## config.mk

```make
export PLATFORM = sky130hd
export DESIGN_NAME = irq_debouncer
export DESIGN_NICKNAME = d
export VERILOG_FILES = /design/src/rtl/irq_debouncer.sv
export SDC_FILE = /design/constraint.sdc
export NUM_CORES = 1
export LEC_CHECK = 0
export ABC_CLOCK_PERIOD_IN_PS = 1550
export CAP_MARGIN = 10
export CORE_ASPECT_RATIO = 0.9
export CORE_MARGIN = 4
export CORE_UTILIZATION = 55
export DETAILED_ROUTE_END_ITERATION = 10
export PLACE_DENSITY = 0.75
export SYNTH_ARGS = -nofsm -noshare
export SYNTH_HDL_FRONTEND = slang
export SYNTH_SLANG_ARGS = --single-unit
```

## constraint.sdc

```tcl
create_clock -name clk_i -period 1.55 [get_ports clk_i]
set_clock_uncertainty 0.15 [all_clocks]
set_input_delay 0.31 -clock clk_i [delete_from_list [all_inputs] [get_ports clk_i]]
set_output_delay 0.31 -clock clk_i [all_outputs]
set_load 0.02 [all_outputs]
```

## src/rtl/irq_debouncer.sv

```systemverilog
// irq_debouncer: per-line interrupt conditioner.
// Each of the 2**IRQ_NUM_POW raw lines is synchronised into clk_i through a
// SYNC_STAGES-deep flop chain, then filtered by a stability counter: the
// debounced level only follows the synchronised level once the new value has
// persisted for DEBOUNCE_CYCLES consecutive cycles. One-cycle rise/fall strobes
// accompany every change of the debounced level. All outputs are registered.
// Optional build macro IRQ_DEBOUNCER_POLARITY_EN adds irq_pol_bi, a per-line
// polarity select (1 = active-low line) applied ahead of the synchroniser.
module irq_debouncer #(
    parameter int IRQ_NUM_POW     = 4,
    parameter int SYNC_STAGES     = 2,
    parameter int DEBOUNCE_CYCLES = 16
) (
    input  logic                          clk_i,
    input  logic                          rst_i,
    input  logic [(2**IRQ_NUM_POW)-1:0]   irq_raw_bi,
`ifdef IRQ_DEBOUNCER_POLARITY_EN
    input  logic [(2**IRQ_NUM_POW)-1:0]   irq_pol_bi,
`endif
    output logic [(2**IRQ_NUM_POW)-1:0]   irq_debounced_bo,
    output logic [(2**IRQ_NUM_POW)-1:0]   irq_rise_bo,
    output logic [(2**IRQ_NUM_POW)-1:0]   irq_fall_bo
);

    localparam int N  = 2**IRQ_NUM_POW;
    localparam int CW = $clog2(DEBOUNCE_CYCLES + 1);
    // Count value at which the next pending cycle commits the new level.
    localparam logic [CW-1:0] CNT_LAST = CW'(DEBOUNCE_CYCLES - 1);

    typedef enum logic {
        LINE_STABLE  = 1'b0,
        LINE_PENDING = 1'b1
    } line_state_e;

    logic [N-1:0]  raw_in_s;
    logic [N-1:0]  sync_r [SYNC_STAGES];
    logic [N-1:0]  sync_last_s;
    logic [CW-1:0] cnt_r [N];
    logic [CW-1:0] cnt_nxt_s [N];
    line_state_e   line_state_s [N];
    logic [N-1:0]  deb_nxt_s;
    logic [N-1:0]  rise_nxt_s;
    logic [N-1:0]  fall_nxt_s;

`ifdef IRQ_DEBOUNCER_POLARITY_EN
    // Active-low lines are inverted before synchronisation so everything downstream is active-high.
    assign raw_in_s = irq_raw_bi ^ irq_pol_bi;
`else
    assign raw_in_s = irq_raw_bi;
`endif

    assign sync_last_s = sync_r[SYNC_STAGES-1];

    // Synchroniser chain bringing the asynchronous lines into clk_i.
    always_ff @(posedge clk_i) begin
        if (!rst_i) begin
            for (int st = 0; st < SYNC_STAGES; st++) begin
                sync_r[st] <= {N{1'b0}};
            end
        end else begin
            sync_r[0] <= raw_in_s;
            for (int st = 1; st < SYNC_STAGES; st++) begin
                sync_r[st] <= sync_r[st-1];
            end
        end
    end

    // Per-line stability filter: count pending cycles, commit the level and strobe on the last one.
    always_comb begin
        deb_nxt_s  = irq_debounced_bo;
        rise_nxt_s = {N{1'b0}};
        fall_nxt_s = {N{1'b0}};
        for (int i = 0; i < N; i++) begin
            cnt_nxt_s[i]    = {CW{1'b0}};
            line_state_s[i] = (sync_last_s[i] != irq_debounced_bo[i]) ? LINE_PENDING : LINE_STABLE;
            case (line_state_s[i])
                LINE_STABLE: begin
                    // A return to the debounced level discards any partial count (glitch rejection).
                    cnt_nxt_s[i] = {CW{1'b0}};
                end
                LINE_PENDING: begin
                    if (cnt_r[i] == CNT_LAST) begin
                        cnt_nxt_s[i]  = {CW{1'b0}};
                        deb_nxt_s[i]  = sync_last_s[i];
                        rise_nxt_s[i] = sync_last_s[i];
                        fall_nxt_s[i] = ~sync_last_s[i];
                    end else begin
                        cnt_nxt_s[i] = cnt_r[i] + CW'(1);
                    end
                end
                default: begin
                    cnt_nxt_s[i] = {CW{1'b0}};
                end
            endcase
        end
    end

    // Stability counters; reset discards any count in progress.
    always_ff @(posedge clk_i) begin
        if (!rst_i) begin
            for (int i = 0; i < N; i++) begin
                cnt_r[i] <= {CW{1'b0}};
            end
        end else begin
            for (int i = 0; i < N; i++) begin
                cnt_r[i] <= cnt_nxt_s[i];
            end
        end
    end

    // Registered debounced level and one-cycle edge strobes.
    always_ff @(posedge clk_i) begin
        if (!rst_i) begin
            irq_debounced_bo <= {N{1'b0}};
            irq_rise_bo      <= {N{1'b0}};
            irq_fall_bo      <= {N{1'b0}};
        end else begin
            irq_debounced_bo <= deb_nxt_s;
            irq_rise_bo      <= rise_nxt_s;
            irq_fall_bo      <= fall_nxt_s;
        end
    end

endmodule

```

==> results of run 1 <==
routing by layer:
layer	vias to the layer above	wire [um]
li1	1872	-
met1	1654	3802
met2	61	4143
met3	11	392
met4	0	133
met5	-	0
cells by family after synthesis:
logic type                 synth area share [%]
buffers and inverters                     3.295
DFF                                       57.39
xor gates and xnor gates                  7.532
muxes                                     2.869
and+or+nand+nor                           21.74
adders and majority gates                 7.173
timing repair:
action,CTS,global route
setup endpoints to repair,71,112
buffers inserted,0,6
gates resized for setup,67,89
pin swaps,7,35
worst min-delay path: cells and delay by family:
family	cells	cell delay, ps
buf+inv	2	300
simple gates	2	110
registers in the layout, indices dropped and copies added, names as in the netlist:
| signal | flops |
|---|---|
| cnt_r | 80 |
| sync_r | 32 |
| irq_debounced_bo | 16 |
| irq_fall_bo | 16 |
| irq_rise_bo | 16 |
worst max path at each step:
stage,from,end,cells after the start
2_1_floorplan,cnt_r[0][15],cnt_r[0][17],5
3_3_place_gp,cnt_r[1][10],cnt_r[1][12],5
3_5_place_dp,cnt_r[1][10],cnt_r[1][13],5
4_1_cts,irq_debounced_bo[0],irq_debounced_bo[0],1
5_1_grt,cnt_r[1][5],irq_rise_bo[9],5
6_report,irq_fall_bo[10],irq_fall_bo[10],1
layout make-up:
| type | count | area (um2) |
|---|---|---|
| clock inverter | 8 | 77.57 |
| sequential | 160 | 3228 |
| tap | 126 | 157.7 |
| timing repair buffer | 87 | 762.0 |
| multi-input combinational | 320 | 2435 |
| fill | 693 | 2492 |
| clock buffer | 24 | 511.7 |
| inverter | 32 | 120.1 |
cell usage in the layout, fill, tap and decap left out, drive strengths merged:
| master | synthesis | layout |
|---|---|---|
| and3 | 16 | 16 |
| bufinv | 0 | 1 |
| nor3b | 32 | 32 |
| clkinvlp | 0 | 5 |
| clkdlybuf4s15 | 0 | 17 |
| clkbuf | 5 | 33 |
| nand3 | 16 | 16 |
| clkinv | 0 | 2 |
| mux2i | 16 | 16 |
| nor2 | 80 | 80 |
| and2 | 32 | 32 |
| xnor2 | 16 | 16 |
| dfxtp | 160 | 160 |
| xor2 | 32 | 32 |
| nor2b | 16 | 16 |
| ha | 32 | 32 |
| inv | 32 | 32 |
| nand3b | 16 | 16 |
| clkdlybuf4s50 | 0 | 16 |
| dlygate4sd2 | 0 | 21 |
| nand2 | 16 | 16 |
| buf | 4 | 24 |
where the power goes:
part | total [mW] | switching [mW] | internal [mW]
logic | 0.162 | 0.0668 | 0.0956
clock network | 3.99 | 1.53 | 2.46
registers | 4.20 | 0.0354 | 4.16
total | 8.35 | 1.63 | 6.72
stage by stage:
stage          utilization, %  hold slack [ps]  total power [mW]  TNS [ps]
6_report                74.53            221.2             8.348         0
5_1_grt                 74.53            226.7             8.681    -194.6
4_1_cts                 71.80            209.2             8.441         0
3_5_place_dp            66.09            268.1             4.447    -104.0
3_3_place_gp            66.09            265.9             4.442         0
2_1_floorplan               -            261.9             4.380         0
==> results.json, run 1 <==
{
  "die_area_um2": 11830,
  "setup_viol": 0,
  "ff2ff_path_depth": 5,
  "critical-path-max-stage-delay_ps": 330,
  "grt.overflow.total": 0,
  "gr-max-usage-layer": "met2",
  "die_h_um": 103.6,
  "crit_arrival_ps": 1050,
  "start_kind": "flip-flop",
  "gp_congestion": 0.6970,
  "dr_total_vias": 3598,
  "grt_pass1_wl_mm": 14.87,
  "synth-seq-cells": 160,
  "slew_headroom_pct": 85.08,
  "async_flop_share_pct": 0,
  "clkTransAtPathRegs_ps": 60,
  "hold_depth": 4,
  "place_inst": 719,
  "use_met2_pct": 25.75,
  "synth_top_area_share_pct": 57.39,
  "die_x_um": 114.2,
  "path_buf_inv": 1,
  "viasPerCell": 4.753,
  "placeableCoreArea_um2": 9784,
  "htreeDepth": 4,
  "crit_fanout": 1,
  "cts-buffers-inserted": 17,
  "synth_seq_area_share_pct": 57.39,
  "synth_warnings": 0,
  "grt_max_degree": 44,
  "area_growth_pct": 30.64,
  "synth_cells": 521,
  "irDropWorstVdd_mv": 0.9595,
  "routed_wl_mm": 8.472,
  "clkSinkCount": 160,
  "power.leakage_nw": 2.850,
  "dp_hpwl_mm": 5.661,
  "crit_slowest_cell": "dlygate4sd2_1",
  "first_pass_iters": 4,
  "synth_flop_cell": "dfxtp_1",
  "synth_edf_count": 0,
  "yosysTopAreaCell": "dfxtp_1",
  "finalCriticalPeriod_ps": 1507,
  "antenna_found_initial": 0,
  "rr_startpoint": "cnt_r[1][15]",
  "synth_common_cells": "dfxtp_1, nor2_1",
  "fmax_mhz": 663.5,
  "cp_top_family": "buffers and inverters",
  "grt.met3_usage_pct": 6.122,
  "drc": 0,
  "rsz0062_at_grt": "yes",
  "cts_tree": "done",
  "status": "completed",
  "avgSynthCellArea_um2": 10.71,
  "drt_iter0_drc": 130,
  "fin_crit_sh_pct": 97.24,
  "synth_most_common_cell": "dfxtp_1",
  "start_util_pct": 57.05,
  "grtUsageTotal_pct": 15.42,
  "syn_nets": 571,
  "slew_violations": 0,
  "reg2reg_to": "cnt_r[1][18]",
  "hold_violations": 0,
  "io_pins": 66,
  "hold-path-endpoint": "irq_rise_bo[14]",
  "grt.met1_usage_pct": 17.44,
  "final_area_um2": 7292,
  "max_cap_viol_count": 0,
  "power_density_nw_per_um2": 1145,
  "row_count": 34,
  "synth.distinct_cells": 20,
  "diodes": 0,
  "grt_pass1_vias": 3540,
  "worstPathRequired_ps": 1090,
  "cts_hold_buf": 0,
  "port_buffers": 65,
  "insertion_delay_ps": 410,
  "antenna_left": 0,
  "clockRootBuffer": "clkbuf_16",
  "synth_area_leaders": "dfxtp_1, ha_1, nor2_1",
  "fin_nets": 668,
  "crit_chain": "dlygate4sd2_1",
  "layout.cells.non_filler": 757,
  "holdCritStartpoint": "rst_i",
  "routedWlPerCell_um": 11.19,
  "hp-class": "input port to flip-flop",
  "worst_pin_slew_ps": 224.7,
  "critPathKind": "flip-flop to primary output",
  "place_ws_ps": -23.69,
  "clockBufferDepth": 2,
  "finalWorstSetupSlack_ps": 42.83,
  "end_kind": "primary output",
  "placed_area_um2": 6466,
  "drive_gt1_share_pct": 19.33,
  "synthesis.area_um2": 5582,
  "reg2reg_slack_ps": 70
}
(Power assumes the default switching activity.)
==> run 2: changes to the inputs <==
--- a/config.mk
+++ b/config.mk
@@ -11,6 +11,7 @@
 export CORE_MARGIN = 4
 export CORE_UTILIZATION = 55
 export DETAILED_ROUTE_END_ITERATION = 10
+export GPL_TIMING_DRIVEN = 1
 export PLACE_DENSITY = 0.75
 export SYNTH_ARGS = -nofsm -noshare
 export SYNTH_HDL_FRONTEND = slang
==> results of run 2 <==
Final layout, timing and power as in run 1 (identical DEF).
